===== config.mk =====
export PLATFORM = sky130hd
export DESIGN_NAME = id_ex_stage
export DESIGN_NICKNAME = d
export VERILOG_FILES = /design/src/rtl/id_ex_stage.sv
export SDC_FILE = /design/constraint.sdc
export NUM_CORES = 1
export LEC_CHECK = 0
export ABC_CLOCK_PERIOD_IN_PS = 1800
export BUFFER_PORTS_ARGS = -buffer_cell sky130_fd_sc_hd__buf_2
export CAP_MARGIN = 20
export CORE_ASPECT_RATIO = 0.7
export CORE_MARGIN = 8
export CORE_UTILIZATION = 43
export CTS_BUF_LIST = sky130_fd_sc_hd__clkbuf_2
export DETAILED_ROUTE_END_ITERATION = 6
export GPL_TIMING_DRIVEN = 0
export PLACE_DENSITY = 0.78
export SLEW_MARGIN = 20
export SYNTH_ARGS = -nofsm -noshare
export SYNTH_HDL_FRONTEND = slang
export SYNTH_SLANG_ARGS = --single-unit

===== constraint.sdc =====
create_clock -name clk -period 1.8 [get_ports clk]
set_clock_uncertainty 0.05 [all_clocks]
set_input_delay 0.18 -clock clk [delete_from_list [all_inputs] [get_ports clk]]
set_output_delay 0.18 -clock clk [all_outputs]
set_load 0.005 [all_outputs]

===== src/rtl/id_ex_stage.sv =====
// ID/EX pipeline register with load-use hazard detection, flush/stall control,
// writeback-to-EX bypass of register-file read data and a saturating bubble counter.
module id_ex_stage #(
    parameter int XLEN = 32
) (
    input  logic            clk,
    input  logic            rst_n,
    input  logic            id_valid,
    input  logic [XLEN-1:0] id_pc,
    input  logic [4:0]      id_rs1,
    input  logic [4:0]      id_rs2,
    input  logic [4:0]      id_rd,
    input  logic [XLEN-1:0] id_rdata1,
    input  logic [XLEN-1:0] id_rdata2,
    input  logic [XLEN-1:0] id_imm,
    input  logic [3:0]      id_alu_op,
    input  logic            id_ALUSrc,
    input  logic            id_MemRead,
    input  logic            id_MemWrite,
    input  logic            id_RegWrite,
    input  logic            id_MemtoReg,
    input  logic            id_Branch,
    input  logic [4:0]      rd_wb,
    input  logic            RegWrite_wb,
    input  logic [XLEN-1:0] wb_data,
    input  logic            flush_ex,
    input  logic            stall_ext,
    output logic            ex_valid,
    output logic [XLEN-1:0] ex_pc,
    output logic [4:0]      ex_rs1,
    output logic [4:0]      ex_rs2,
    output logic [4:0]      ex_rd,
    output logic [XLEN-1:0] ex_rdata1,
    output logic [XLEN-1:0] ex_rdata2,
    output logic [XLEN-1:0] ex_imm,
    output logic [3:0]      ex_alu_op,
    output logic            ex_ALUSrc,
    output logic            ex_MemRead,
    output logic            ex_MemWrite,
    output logic            ex_RegWrite,
    output logic            ex_MemtoReg,
    output logic            ex_Branch,
    output logic            stall_if_id,
    output logic [15:0]     bubble_count
);

    logic            load_use_s;
    logic            bubble_s;
    logic            ctrl_en_s;
    logic [XLEN-1:0] fwd_rdata1_s;
    logic [XLEN-1:0] fwd_rdata2_s;

    // Writeback value overrides the stale register-file read; x0 is never bypassed.
    function automatic logic [XLEN-1:0] wb_bypass(
        input logic [4:0]      rs,
        input logic [XLEN-1:0] rdata,
        input logic            wb_en,
        input logic [4:0]      wb_rd,
        input logic [XLEN-1:0] wb_val
    );
        logic [XLEN-1:0] result;
        if (wb_en && (wb_rd != 5'd0) && (wb_rd == rs)) begin
            result = wb_val;
        end else begin
            result = rdata;
        end
        return result;
    endfunction

    // Hazard detection, stall request and bypass selection.
    always_comb begin
        load_use_s   = 1'b0;
        bubble_s     = 1'b0;
        ctrl_en_s    = 1'b0;
        stall_if_id  = 1'b0;
        fwd_rdata1_s = {XLEN{1'b0}};
        fwd_rdata2_s = {XLEN{1'b0}};

        load_use_s = ex_valid && ex_MemRead && (ex_rd != 5'd0) && id_valid &&
                     ((ex_rd == id_rs1) || (ex_rd == id_rs2));
        // A flush already squashes the ID instruction, so a hazard alone must not hold IF/ID.
        stall_if_id  = stall_ext || (load_use_s && !flush_ex);
        bubble_s     = !stall_ext && (flush_ex || load_use_s);
        ctrl_en_s    = id_valid;
        fwd_rdata1_s = wb_bypass(id_rs1, id_rdata1, RegWrite_wb, rd_wb, wb_data);
        fwd_rdata2_s = wb_bypass(id_rs2, id_rdata2, RegWrite_wb, rd_wb, wb_data);
    end

    // Pipeline register update: stall holds, bubble clears, otherwise capture ID.
    always_ff @(posedge clk or negedge rst_n) begin
        if (!rst_n) begin
            ex_valid     <= 1'b0;
            ex_pc        <= {XLEN{1'b0}};
            ex_rs1       <= 5'd0;
            ex_rs2       <= 5'd0;
            ex_rd        <= 5'd0;
            ex_rdata1    <= {XLEN{1'b0}};
            ex_rdata2    <= {XLEN{1'b0}};
            ex_imm       <= {XLEN{1'b0}};
            ex_alu_op    <= 4'd0;
            ex_ALUSrc    <= 1'b0;
            ex_MemRead   <= 1'b0;
            ex_MemWrite  <= 1'b0;
            ex_RegWrite  <= 1'b0;
            ex_MemtoReg  <= 1'b0;
            ex_Branch    <= 1'b0;
            bubble_count <= 16'd0;
        end else if (stall_ext) begin
            ex_valid     <= ex_valid;
            bubble_count <= bubble_count;
        end else if (bubble_s) begin
            ex_valid     <= 1'b0;
            ex_pc        <= {XLEN{1'b0}};
            ex_rs1       <= 5'd0;
            ex_rs2       <= 5'd0;
            ex_rd        <= 5'd0;
            ex_rdata1    <= {XLEN{1'b0}};
            ex_rdata2    <= {XLEN{1'b0}};
            ex_imm       <= {XLEN{1'b0}};
            ex_alu_op    <= 4'd0;
            ex_ALUSrc    <= 1'b0;
            ex_MemRead   <= 1'b0;
            ex_MemWrite  <= 1'b0;
            ex_RegWrite  <= 1'b0;
            ex_MemtoReg  <= 1'b0;
            ex_Branch    <= 1'b0;
            if (bubble_count != 16'hFFFF) begin
                bubble_count <= bubble_count + 16'd1;
            end else begin
                bubble_count <= bubble_count;
            end
        end else begin
            ex_valid     <= id_valid;
            ex_pc        <= id_pc;
            ex_rs1       <= id_rs1;
            ex_rs2       <= id_rs2;
            ex_rd        <= id_rd;
            ex_rdata1    <= fwd_rdata1_s;
            ex_rdata2    <= fwd_rdata2_s;
            ex_imm       <= id_imm;
            ex_alu_op    <= id_alu_op;
            ex_ALUSrc    <= id_ALUSrc   && ctrl_en_s;
            ex_MemRead   <= id_MemRead  && ctrl_en_s;
            ex_MemWrite  <= id_MemWrite && ctrl_en_s;
            ex_RegWrite  <= id_RegWrite && ctrl_en_s;
            ex_MemtoReg  <= id_MemtoReg && ctrl_en_s;
            ex_Branch    <= id_Branch   && ctrl_en_s;
            bubble_count <= bubble_count;
        end
    end

endmodule


==> run_results.csv <==
group,metric,value,unit
status,outcome,"finished with violations",
status,failed_checks,"negative setup slack",
pwr,leakage,6.691,nW
critical_path,max_stage_delay,480,ps
critical_path,crit_slowest_cell,"dfrtp_1",
routing,avgRoutedWirePerCell,23.72,um
pwr,p_per_area,675.6,nW/um^2
yosys,synthCells,776,
die,die_w,174.4,um
global_route,antenna_found_initial,8,
critical_path,crit_required,2440,ps
place,place_ws,-622.3,ps
critical_path,cp-start-kind,"register",
routing,viasPerCell,5.712,
timing,report.final.slew_viol_count,0,
timing,setup_viol,170,
clock_network,cts.sinks,170,
die,die-area,22130,sq um
clock_network,cts.clk_slew.worst_paths,280,ps
routing,drtIter0Drc,1153,
critical_path,startpoint,"ex_rd[4]",
routing,dr_total_vias,9608,
job,cap_violations,0,
timing,timing.fmax,395.5,MHz
die,die_y,126.9,um
die,start_util,44.01,%
clock_network,root_buffer,"clkbuf_2",
routing,antenna_left,0,
pwr,p_clk_share,26.0,%
pwr,worst_ir_drop_vdd,0.4892,mV
pwr,swShare,31.69,%
pwr,seqPwrFrac,48.0,%
yosys,ys_ff_latch,170,
timing,finalCriticalPeriod,2528,ps
yosys,async_flop_share,100.0,%
clock_network,numCtsBuffers,17,
die,top_level_ports,367,
critical_path,cp.buffers_inverters,7,
critical_path,crit_chain,"xnor2_1 > nand3_2 > o22ai_4 > buf_4 > buf_6 > buf_6 > buf_6 > a31oi_4 > buf_12 > buf_6 > buf_8 > nor2_1 > xnor2_1",
timing,worstMarginPinSlew,827.4,ps
yosys,ys_warn_count,0,
global_route,grt_use_met3,9.632,%
pwr,intPower,0.006262,W
hold_path,min_path_type,"in -> reg",
die,placementRows,40,
hold_path,hp-start,"id_pc[31]",
layout,area_growth,79.60,%
critical_path,critPathMaxFanout,7,
global_route,grt_usage,31.41,%
timing,finalCritPeriodShare,140.5,%
global_route,grt_pass1_wl,54860,um
routing,drc,0,
clock_network,ctsLongestPathBuffers,2,
global_route,grt_max_degree,98,
routing,routed_wl,39890,um
yosys,seq_area_frac_synth,56.31,%
place,port_buffers,365,
global_route,use_met1,34.31,%
timing,worst_slack,-728.4,ps
critical_path,cp_top_family,"buffers and inverters",
layout,drive_above_1_share,40.82,%
yosys,synth_edf_count,0,
routing,dr.pass1.iters,5,
critical_path,r2r-start,"ex_rd[4]",
yosys,ys_types,36,
clock_network,h-tree-depth,4,
hold_path,min_path_cells,4,
global_route,grt_pass1_vias,9895,
clock_network,cts_tree,"yes",
layout,nets,1628,
pwr,report.power.total,0.009167,W
critical_path,path_class,"reg -> reg",
global_route,overflow,0,
yosys,avgSynthCellArea,9.735,sq um
place,dp_hpwl,20590,um
timing,rsz0062_at_grt,"yes",
timing,slew_headroom,44.51,%
clock_network,clkLatencyLatePin,720,ps
timing,finalHoldViolCount,0,
critical_path,end_kind,"register",
critical_path,ff2ff_path_depth,13,
die,core_area,17170,sq um
yosys,synth_nets,973,
critical_path,crit_cells,13,
yosys,synthFlopType,"dfrtp_1",
critical_path,crit_top_cell,"buf_6",
yosys,netlist_area,7555,sq um
layout,nFillCells,949,
pwr,combPwrFrac,26.0,%
global_route,use_met2,52.89,%
global_route,busiest_layer,"met2",
critical_path,critical_path_arrival,3160,ps
place,gp_congestion,0.8406,
pwr,power.net_switching,0.002905,W
-- worst paths after layout --
check / slack [ps] / end
min in group asynchronous: 490 / ex_rdata1[3]
worst min-delay path: 140 / ex_pc[31]
worst max-delay path: -730 / bubble_count[7]
max in group asynchronous: 260 / bubble_count[11]
worst min register to register: 460 / ex_rdata1[21]
worst max register to register: -730 / bubble_count[7]
-- area by class of cell --
class | count | area [sq um] | area share (%)
repair buffers | 638 | 4746 | 34.98
flip-flops and latches | 170 | 4259 | 31.39
multi-input cells | 555 | 3597 | 26.51
plain buffers | 46 | 366.6 | 2.702
well taps | 231 | 289.0 | 2.130
clock inverters | 13 | 188.9 | 1.392
clock buffers | 18 | 90.09 | 0.6640
diodes | 8 | 20.02 | 0.1475
inverters | 3 | 11.26 | 0.08300
-- cells in the mapped netlist, types with 8 or more instances --
cell,n,area share [%]
nand2_1,247,12
dfrtp_1,170,56
o21ai_0,136,9.0
mux2i_1,64,8.5
clkbuf_1,32,1.6
xnor2_1,19,2.2
o21ai_1,18,1.2
xor2_1,16,1.9
buf_2,9,0.60
nand3_1,9,0.60
nand2b_1,8,0.66
-- state kept, by name, summed over array words and instances, names as in the netlist, 4 cells and up --
name          flops
ex_rd             5
ex_pc            32
ex_rs2            5
ex_rdata2        32
ex_rs1            5
bubble_count     16
ex_rdata1        32
ex_imm           32
ex_alu_op         4
-- placed cells by master (no fill, tap or decap), drive strengths merged, types with 7 or more instances in the layout --
cell,count
buf,430
mux2i,64
nand3,9
diode,8
xnor2,19
nand2,248
clkbuf,48
o21ai,156
inv,7
dfrtp,170
dlygate4sd3,222
nand2b,8
xor2,16
-- power by group through the flow --
| stage | Clock (W) | Sequential, W | Combinational, W |
|---|---|---|---|
| floorplan | 0 | 0.00443 | 0.000548 |
| global placement | 0 | 0.00440 | 0.00141 |
| detailed placement | 0 | 0.00441 | 0.00146 |
| CTS | 0.00235 | 0.00434 | 0.00206 |
| global route | 0.00253 | 0.00442 | 0.00252 |
| finish | 0.00239 | 0.00440 | 0.00238 |
-- cell families (layout without fill, tap and decap cells) --
| kind of cell | after synthesis | in the layout | synth area share, % |
|---|---|---|---|
| and+or+nand+nor | 290 | 291 | 16.05 |
| muxes | 65 | 65 | 8.629 |
| buffers and inverters | 52 | 718 | 3.395 |
| AOI/OAI and AO/OA | 163 | 163 | 11.39 |
| xor gates and xnor gates | 35 | 35 | 4.058 |
| DFF | 170 | 170 | 56.31 |
| other | 0 | 8 | 0 |
| adders and majority gates | 1 | 1 | 0.1656 |
-- stage by stage --
step / util, % / setup TNS (ps) / cell area [sq um] / hold slack [ps] / std cells
floorplan: - / -2181 / 7570 / -165.6 / 776
global placement: 56.42 / -424710 / 9686 / 366.0 / 1372
detailed placement: 56.64 / -66060 / 9723 / 129.7 / 1373
CTS: 75.38 / -42300 / 12940 / -382.5 / 1659
global route: 79.04 / -67920 / 13570 / 57.11 / 1682
finish: 79.04 / -59470 / 13570 / 140.9 / 1682
-- routing by layer --
metal	share of wire (%)	wire (um)	vias to the layer above
met2	48	19310	866
li1	-	-	3921
met4	7.2	2866	0
met1	33	13180	4555
met3	11	4535	266
met5	0	0	-
-- worst reg2reg max path, stage by stage (launching register included) --
cell     delay, ps
dfrtp_1        480
xnor2_1        330
nand3_2        150
o22ai_4        170
buf_4          140
buf_6           80
buf_6           80
buf_6           90
a31oi_4        150
buf_12         210
buf_6          120
buf_8          120
nor2_1         190
xnor2_1        150
-- timing repair --
item / 4_1_cts / 5_1_grt
buffers inserted: 26 / 19
cloned: 8 / 3
resized for setup: 169 / 153
endpoints found under the setup margin: 170 / 172
pin swaps: 10 / 19
hold buffers: 221 / 4
hold endpoints to repair: 334 / 4
Note: power is estimated with default switching activity, not from simulation.
